## src/rtl/cart_dongle_sched_if.sv

```systemverilog
// cart_dongle_sched_if: CPU request, configuration and dongle-side signals of the ROM3 sequencer.
// Optional DONGLE_ACCESS_COUNT_EN adds the access_count observation bus.
`default_nettype none

interface cart_dongle_sched_if #(
    parameter int NDONGLE = 2
);
    localparam int SW = (NDONGLE > 1) ? $clog2(NDONGLE) : 1;

    logic               cfg_enable;
    logic [SW-1:0]      cfg_sel;
    logic               cpu_req;
    logic               cpu_a8;
    logic               cpu_ack;
    logic               cpu_d8;
    logic               dongle_rom3_n;
    logic               dongle_a8;
    logic               dongle_reset;
    logic [NDONGLE-1:0] dongle_d8;
    logic               busy;
`ifdef DONGLE_ACCESS_COUNT_EN
    logic [15:0]        access_count;
`endif

    modport master (
        output cfg_enable, cfg_sel, cpu_req, cpu_a8, dongle_d8,
`ifdef DONGLE_ACCESS_COUNT_EN
        input  access_count,
`endif
        input  cpu_ack, cpu_d8, dongle_rom3_n, dongle_a8, dongle_reset, busy
    );

    modport slave (
        input  cfg_enable, cfg_sel, cpu_req, cpu_a8, dongle_d8,
`ifdef DONGLE_ACCESS_COUNT_EN
        output access_count,
`endif
        output cpu_ack, cpu_d8, dongle_rom3_n, dongle_a8, dongle_reset, busy
    );
endinterface

`default_nettype wire

```

## src/rtl/cart_dongle_sched.sv

```systemverilog
// cart_dongle_sched: ROM3 strobe sequencer, dongle POR owner and D8 selector for copy-protection dongles.
// Optional DONGLE_ACCESS_COUNT_EN: saturating count of generated rom3_n rising edges.
`default_nettype none

module cart_dongle_sched #(
    parameter int NDONGLE    = 2,
    parameter int POR_CYCLES = 16,
    parameter int LOW_CYCLES = 4,
    parameter int GAP_CYCLES = 3
) (
    input  wire logic          clk,
    input  wire logic          reset_n,
    cart_dongle_sched_if.slave bus
);
    localparam int SW   = (NDONGLE > 1) ? $clog2(NDONGLE) : 1;
    localparam int MAXA = (POR_CYCLES > LOW_CYCLES) ? POR_CYCLES : LOW_CYCLES;
    localparam int MAXC = (MAXA > GAP_CYCLES) ? MAXA : GAP_CYCLES;
    localparam int CW   = (MAXC > 1) ? $clog2(MAXC) : 1;

    typedef enum logic [2:0] {
        S_POR  = 3'd0,
        S_IDLE = 3'd1,
        S_LOW  = 3'd2,
        S_GAP  = 3'd3,
        S_ACK  = 3'd4
    } state_t;

    state_t        state_q;
    logic [CW-1:0] cnt_q;
    logic [SW-1:0] active_sel_q;
    logic          rom3_n_q;
    logic          a8_q;
    logic          dongle_reset_q;
    logic          cpu_ack_q;
    logic          cpu_d8_q;
    logic          d8_smp_q;
    logic          busy_q;
    logic          sel_d8;

    // Out-of-range selections fall through to 0.
    always_comb begin
        sel_d8 = 1'b0;
        for (int i = 0; i < NDONGLE; i++) begin
            if (active_sel_q == SW'(i)) sel_d8 = bus.dongle_d8[i];
        end
    end

`ifdef DONGLE_ACCESS_COUNT_EN
    logic [15:0] access_count_q;
    logic [15:0] access_count_d;
    assign access_count_d   = (access_count_q == 16'hFFFF) ? access_count_q : access_count_q + 16'd1;
    assign bus.access_count = access_count_q;
`endif

    always_ff @(posedge clk or negedge reset_n) begin
        if (!reset_n) begin
            state_q        <= S_POR;
            cnt_q          <= CW'(POR_CYCLES - 1);
            active_sel_q   <= '0;
            rom3_n_q       <= 1'b1;
            a8_q           <= 1'b0;
            dongle_reset_q <= 1'b1;
            cpu_ack_q      <= 1'b0;
            cpu_d8_q       <= 1'b0;
            d8_smp_q       <= 1'b0;
            busy_q         <= 1'b1;
`ifdef DONGLE_ACCESS_COUNT_EN
            access_count_q <= 16'd0;
`endif
        end else begin
            cpu_ack_q <= 1'b0;
            case (state_q)
                S_POR: begin
                    if (cnt_q == '0) begin
                        state_q        <= S_IDLE;
                        dongle_reset_q <= 1'b0;
                        busy_q         <= 1'b0;
                    end else begin
                        cnt_q <= cnt_q - 1'b1;
                    end
                end
                S_IDLE: begin
                    // A pending dongle switch wins over a waiting request.
                    if (bus.cfg_sel != active_sel_q) begin
                        active_sel_q   <= bus.cfg_sel;
                        state_q        <= S_POR;
                        cnt_q          <= CW'(POR_CYCLES - 1);
                        dongle_reset_q <= 1'b1;
                        busy_q         <= 1'b1;
`ifdef DONGLE_ACCESS_COUNT_EN
                        access_count_q <= 16'd0;
`endif
                    end else if (bus.cpu_req) begin
                        busy_q <= 1'b1;
                        if (bus.cfg_enable) begin
                            a8_q     <= bus.cpu_a8;
                            rom3_n_q <= 1'b0;
                            state_q  <= S_LOW;
                            cnt_q    <= CW'(LOW_CYCLES - 1);
                        end else begin
                            state_q   <= S_ACK;
                            cpu_ack_q <= 1'b1;
                            cpu_d8_q  <= 1'b0;
                        end
                    end
                end
                S_LOW: begin
                    if (cnt_q == '0) begin
                        d8_smp_q <= sel_d8;
                        rom3_n_q <= 1'b1;
                        state_q  <= S_GAP;
                        cnt_q    <= CW'(GAP_CYCLES - 1);
`ifdef DONGLE_ACCESS_COUNT_EN
                        access_count_q <= access_count_d;
`endif
                    end else begin
                        cnt_q <= cnt_q - 1'b1;
                    end
                end
                S_GAP: begin
                    if (cnt_q == '0) begin
                        state_q   <= S_ACK;
                        cpu_ack_q <= 1'b1;
                        cpu_d8_q  <= d8_smp_q;
                    end else begin
                        cnt_q <= cnt_q - 1'b1;
                    end
                end
                S_ACK: begin
                    state_q <= S_IDLE;
                    busy_q  <= 1'b0;
                end
                default: begin
                    state_q        <= S_POR;
                    cnt_q          <= CW'(POR_CYCLES - 1);
                    rom3_n_q       <= 1'b1;
                    dongle_reset_q <= 1'b1;
                    busy_q         <= 1'b1;
                end
            endcase
        end
    end

    assign bus.dongle_rom3_n = rom3_n_q;
    assign bus.dongle_a8     = a8_q;
    assign bus.dongle_reset  = dongle_reset_q;
    assign bus.cpu_ack       = cpu_ack_q;
    assign bus.cpu_d8        = cpu_d8_q;
    assign bus.busy          = busy_q;

endmodule

`default_nettype wire
```

## src/flat_wrapper.sv

```systemverilog
// flat-port wrapper written by rule: the top's interface ports become plain ports
module cart_dongle_sched_flat 
#(
    parameter int NDONGLE    = 2,
    parameter int POR_CYCLES = 16,
    parameter int LOW_CYCLES = 4,
    parameter int GAP_CYCLES = 3
)
  (clk, reset_n, bus_cfg_enable, bus_cfg_sel, bus_cpu_req, bus_cpu_a8, bus_dongle_d8, bus_cpu_ack, bus_cpu_d8, bus_dongle_rom3_n, bus_dongle_a8, bus_dongle_reset, bus_busy);
  cart_dongle_sched_if #(.NDONGLE(NDONGLE)) bus_i ();
  input  wire logic clk;
  input  wire logic reset_n;
  input wire logic [$bits(bus_i.cfg_enable)-1:0] bus_cfg_enable;
  input wire logic [$bits(bus_i.cfg_sel)-1:0] bus_cfg_sel;
  input wire logic [$bits(bus_i.cpu_req)-1:0] bus_cpu_req;
  input wire logic [$bits(bus_i.cpu_a8)-1:0] bus_cpu_a8;
  input wire logic [$bits(bus_i.dongle_d8)-1:0] bus_dongle_d8;
  output wire logic [$bits(bus_i.cpu_ack)-1:0] bus_cpu_ack;
  output wire logic [$bits(bus_i.cpu_d8)-1:0] bus_cpu_d8;
  output wire logic [$bits(bus_i.dongle_rom3_n)-1:0] bus_dongle_rom3_n;
  output wire logic [$bits(bus_i.dongle_a8)-1:0] bus_dongle_a8;
  output wire logic [$bits(bus_i.dongle_reset)-1:0] bus_dongle_reset;
  output wire logic [$bits(bus_i.busy)-1:0] bus_busy;
  assign bus_i.cfg_enable = bus_cfg_enable;
  assign bus_i.cfg_sel = bus_cfg_sel;
  assign bus_i.cpu_req = bus_cpu_req;
  assign bus_i.cpu_a8 = bus_cpu_a8;
  assign bus_i.dongle_d8 = bus_dongle_d8;
  assign bus_cpu_ack = bus_i.cpu_ack;
  assign bus_cpu_d8 = bus_i.cpu_d8;
  assign bus_dongle_rom3_n = bus_i.dongle_rom3_n;
  assign bus_dongle_a8 = bus_i.dongle_a8;
  assign bus_dongle_reset = bus_i.dongle_reset;
  assign bus_busy = bus_i.busy;
  cart_dongle_sched #(.NDONGLE(NDONGLE), .POR_CYCLES(POR_CYCLES), .LOW_CYCLES(LOW_CYCLES), .GAP_CYCLES(GAP_CYCLES)) u_core (.clk(clk), .reset_n(reset_n), .bus(bus_i));
endmodule
```

## config.mk

```make
export PLATFORM = sky130hd
export DESIGN_NAME = cart_dongle_sched_flat
export DESIGN_NICKNAME = d
export VERILOG_FILES = /design/src/rtl/cart_dongle_sched_if.sv /design/src/rtl/cart_dongle_sched.sv /design/src/flat_wrapper.sv
export SDC_FILE = /design/constraint.sdc
export NUM_CORES = 1
export LEC_CHECK = 0
export ABC_AREA = 1
export ABC_CLOCK_PERIOD_IN_PS = 3850
export CAP_MARGIN = 5
export CORE_MARGIN = 2
export CORE_UTILIZATION = 56
export DETAILED_ROUTE_END_ITERATION = 10
export PLACE_DENSITY = 0.93
export SYNTH_ARGS = -nofsm -noshare
export SYNTH_HDL_FRONTEND = slang
export SYNTH_SLANG_ARGS = --single-unit
```

## constraint.sdc

```tcl
create_clock -name clk -period 3.85 [get_ports clk]
set_input_delay 0.5775 -clock clk [delete_from_list [all_inputs] [get_ports clk]]
set_output_delay 0.5775 -clock clk [all_outputs]
set_load 0.01 [all_outputs]
```

==> impl_metrics.env <==
export IMPL_postSynthRegisterBits=15
export IMPL_pin_count=14
export IMPL_top_area_cells_in_the_synthesized_netlist="nand2_1 (22%), dfrtp_1 (21%), dfstp_2 (19%)"
export IMPL_synth_area_um2=951
export IMPL_report_final_setup_viol=0
export IMPL_critPathTopFamily="flip-flops"
export IMPL_maxCapViolCount=0
export IMPL_grt_max_degree=16
export IMPL_skew_ns=0.00650
export IMPL_detailroute_via_count=929
export IMPL_internal_power_w=0.000523
export IMPL_synth_top_area_cell="nand2_1"
export IMPL_final_layout_size_suffix_gt1_share_pct=13.5
export IMPL_cts_sinks=15
export IMPL_crit_fanout=2
export IMPL_setup_slack_ns=1.92
export IMPL_setup_tns_final_ns=0
export IMPL_net_load_switching_power_w=0.000462
export IMPL_crit_path_start_kind="flop"
export IMPL_cts_max_path_buffers=2
export IMPL_drt_wirelength_per_cell_um=10.9
export IMPL_rr_endpoint="u_core.cnt_q[3]"
export IMPL_whs_ns=0.467
export IMPL_maxSlewHeadroom_pct=54.2
export IMPL_groute_usage_overall_pct=21.5
export IMPL_rrSetupSlack_ns=2.15
export IMPL_grt_overflow=0
export IMPL_top_usage_layer="met2"
export IMPL_cts_repair_resized=0
export IMPL_place_congestion=0.924
export IMPL_p_comb_share_pct=58.5
export IMPL_placement_cell_area_um2=1100
export IMPL_timing_reg2reg_worst_path_depth=9
export IMPL_postCtsSetupRepairBufs=0
export IMPL_final_area_um2=1130
export IMPL_first_iter_violations=25
export IMPL_cts_clk_slew_worst_paths_ns=0.08
export IMPL_synth_area_per_cell_um2=6.84
export IMPL_buffers_and_inverters_on_the_worst_path=1
export IMPL_worst_hold_path_depth=2
export IMPL_initial_utilization_pct=61.7
export IMPL_num_fill_cells=123
export IMPL_syn_num_nets=149
export IMPL_share_seq_of_total_power_pct=32.7
export IMPL_floorplan_die_area_um2=2040
export IMPL_postSynthCellCount=139
export IMPL_worstMarginPinSlew_ns=0.684
export IMPL_worstPathArrival_ns=1.35
export IMPL_flow_area_growth_from_synthesis_pct=18.6
export IMPL_power_density_cell_area_nw_per_um2=874
export IMPL_place_port_buffers=13
export IMPL_place_detailed_hpwl_um=1500
export IMPL_final_nets=167
export IMPL_report_final_hold_viol_count=0
export IMPL_tritoncts="done"
export IMPL_finalWorstPathRequiredPeriod_ns=1.93
export IMPL_cts_root_buf="clkbuf_4"
export IMPL_routed_via_density=5.40
export IMPL_fin_crit_sh_pct=50.0
export IMPL_worst_skew_pair_late_latency_ns=0.28
export IMPL_finalCoreUtilization_pct=73.1
export IMPL_setup_repair_after_global_routing_missed_its_margin="no"
export IMPL_antenna_found_initial=0
export IMPL_place_worst_setup_slack_ns=1.93
export IMPL_cts_buffers_inserted=3
export IMPL_num_antenna_cells=0
export IMPL_vdd_ir_drop_max_mv=0.476
export IMPL_hold_class="flop to flop"
export IMPL_critical_path_endpoint_type="output pin"
export IMPL_crit_type="flop to output pin"
export IMPL_grtUsageMet3_pct=4.00
export IMPL_core_area_um2=1540
export IMPL_leakage_nw=0.608
export IMPL_synth_largest_type_area_fraction_pct=21.7
export IMPL_ys_types=18
export IMPL_finalMaxSlewViolations=0
export IMPL_htree_depth=1
export IMPL_via_count_of_the_first_global_routing_pass=822
export IMPL_outcome="finished clean"
export IMPL_ys_seq_area_share_pct=40.4
export IMPL_switching_share_pct=46.9
export IMPL_grt_first_pass_wirelength_um=3190
export IMPL_route_antenna_remaining_nets=0
export IMPL_r2r_start="u_core.cnt_q[0]"
export IMPL_postCtsHoldBufs=0
export IMPL_critPathMaxStageDelay_ns=0.54
export IMPL_whs_endpoint="u_core.bus.dongle_rom3_n"
export IMPL_detailedRoute_firstPassIterationCount=4
export IMPL_die_width_um=45.2
export IMPL_globalRouteMet2Util_pct=37.7
export IMPL_yosysWarnings=0
export IMPL_cp_required_ns=3.27
export IMPL_grtUsageMet1_pct=24.7
export IMPL_route_detailed_drc=0
export IMPL_max_clock_freq_mhz=519
export IMPL_postRouteWirelength_um=1870
export IMPL_timing_critical_path_cells="clkdlybuf4s50_1"
export IMPL_power_frac_clock_pct=8.9
export IMPL_timing_critical_path_slowest_stage_cell="dfstp_2"
export IMPL_hp_start="u_core.bus.dongle_rom3_n"
export IMPL_std_cell_rows=14
export IMPL_die_height_um=45.2
placed cells by master, fill, tap and decap left out, drive strengths merged:
| cell type | n |
|---|---|
| o211ai | 1 |
| o21ai | 6 |
| nand2 | 58 |
| a21oi | 4 |
| ha | 2 |
| nand3 | 19 |
| dfrtp | 8 |
| clkdlybuf4s50 | 13 |
| clkbuf | 4 |
| nor2 | 13 |
| o31ai | 1 |
| inv | 19 |
| dfstp | 7 |
| nand4 | 1 |
cell type report:
type | instances | area, µm² | share of cell area (%)
Multi-Input combinational cell | 105 | 495 | 44.0
Sequential cell | 15 | 384 | 34.1
Timing Repair Buffer | 13 | 130 | 11.5
Inverter | 19 | 71.3 | 6.33
Clock buffer | 4 | 26.3 | 2.33
Tap cell | 16 | 20.0 | 1.78
worst min-delay path, stage by stage (launching register included):
cell and delay, ns:
dfstp_2 0.38, nand2_1 0.05, nand2_1 0.04
routing by layer:
layer | vias up | share of wire [%]
li1 | 475 | -
met1 | 418 | 44
met2 | 29 | 48
met3 | 7 | 5.5
met4 | 0 | 2.2
met5 | - | 0
worst max path at each step:
stage,start,end,cells after the start
global route,u_core.bus.dongle_reset,bus_dongle_reset,1
CTS,u_core.bus.dongle_rom3_n,bus_dongle_rom3_n,1
finish,u_core.bus.dongle_rom3_n,bus_dongle_rom3_n,1
detailed placement,bus_cfg_sel,u_core.bus.cpu_d8,9
floorplan,u_core.cnt_q[0],u_core.cnt_q[3],9
global placement,bus_cfg_sel,u_core.bus.cpu_d8,8
cells by family after synthesis:
family / after synthesis / synth area share [%]
AOI/OAI and AO/OA: 12 / 6.84
adders and majority gates: 2 / 2.63
buffers and inverters: 19 / 7.50
DFF: 15 / 40.4
and+or+nand+nor: 91 / 42.6
power groups by stage:
| stage | sequential, W | combinational [W] | clock [W] |
|---|---|---|---|
| 2_1_floorplan | 0.000327 | 0.000411 | 0 |
| 3_3_place_gp | 0.000319 | 0.000557 | 0 |
| 3_5_place_dp | 0.000324 | 0.000571 | 0 |
| 4_1_cts | 0.000322 | 0.000576 | 0.0000899 |
| 5_1_grt | 0.000334 | 0.000655 | 0.0000941 |
| 6_report | 0.000322 | 0.000576 | 0.0000873 |
synth_stat cells:
| cell | n |
|---|---|
| o211ai_1 | 1 |
| o21ai_1 | 2 |
| dfstp_2 | 7 |
| ha_1 | 2 |
| nand3_1 | 17 |
| inv_2 | 2 |
| nor2_1 | 9 |
| nand2_1 | 55 |
| nor2_2 | 2 |
| nand4_1 | 1 |
| nand2_2 | 3 |
| o21ai_0 | 4 |
| a21oi_1 | 4 |
| inv_1 | 17 |
| nand3_2 | 2 |
| o31ai_1 | 1 |
| dfrtp_1 | 8 |
| nor2_4 | 2 |
metrics by stage:
stage,total power [W],instances
after floorplan,0.000738,139
after global placement,0.000876,168
after detailed placement,0.000895,168
after CTS,0.000988,172
after global routing,0.00108,172
final,0.000985,172
state kept, by name, indices dropped and copies added, names as in the netlist:
signal / flops
u_core.d8_smp_q: 1
u_core.active_sel_q: 1
u_core.bus.dongle_reset: 1
u_core.bus.cpu_ack: 1
u_core.bus.busy: 1
u_core.state_q: 3
u_core.cnt_q: 4
u_core.bus.cpu_d8: 1
u_core.bus.dongle_a8: 1
u_core.bus.dongle_rom3_n: 1
(Power assumes the default switching activity.)
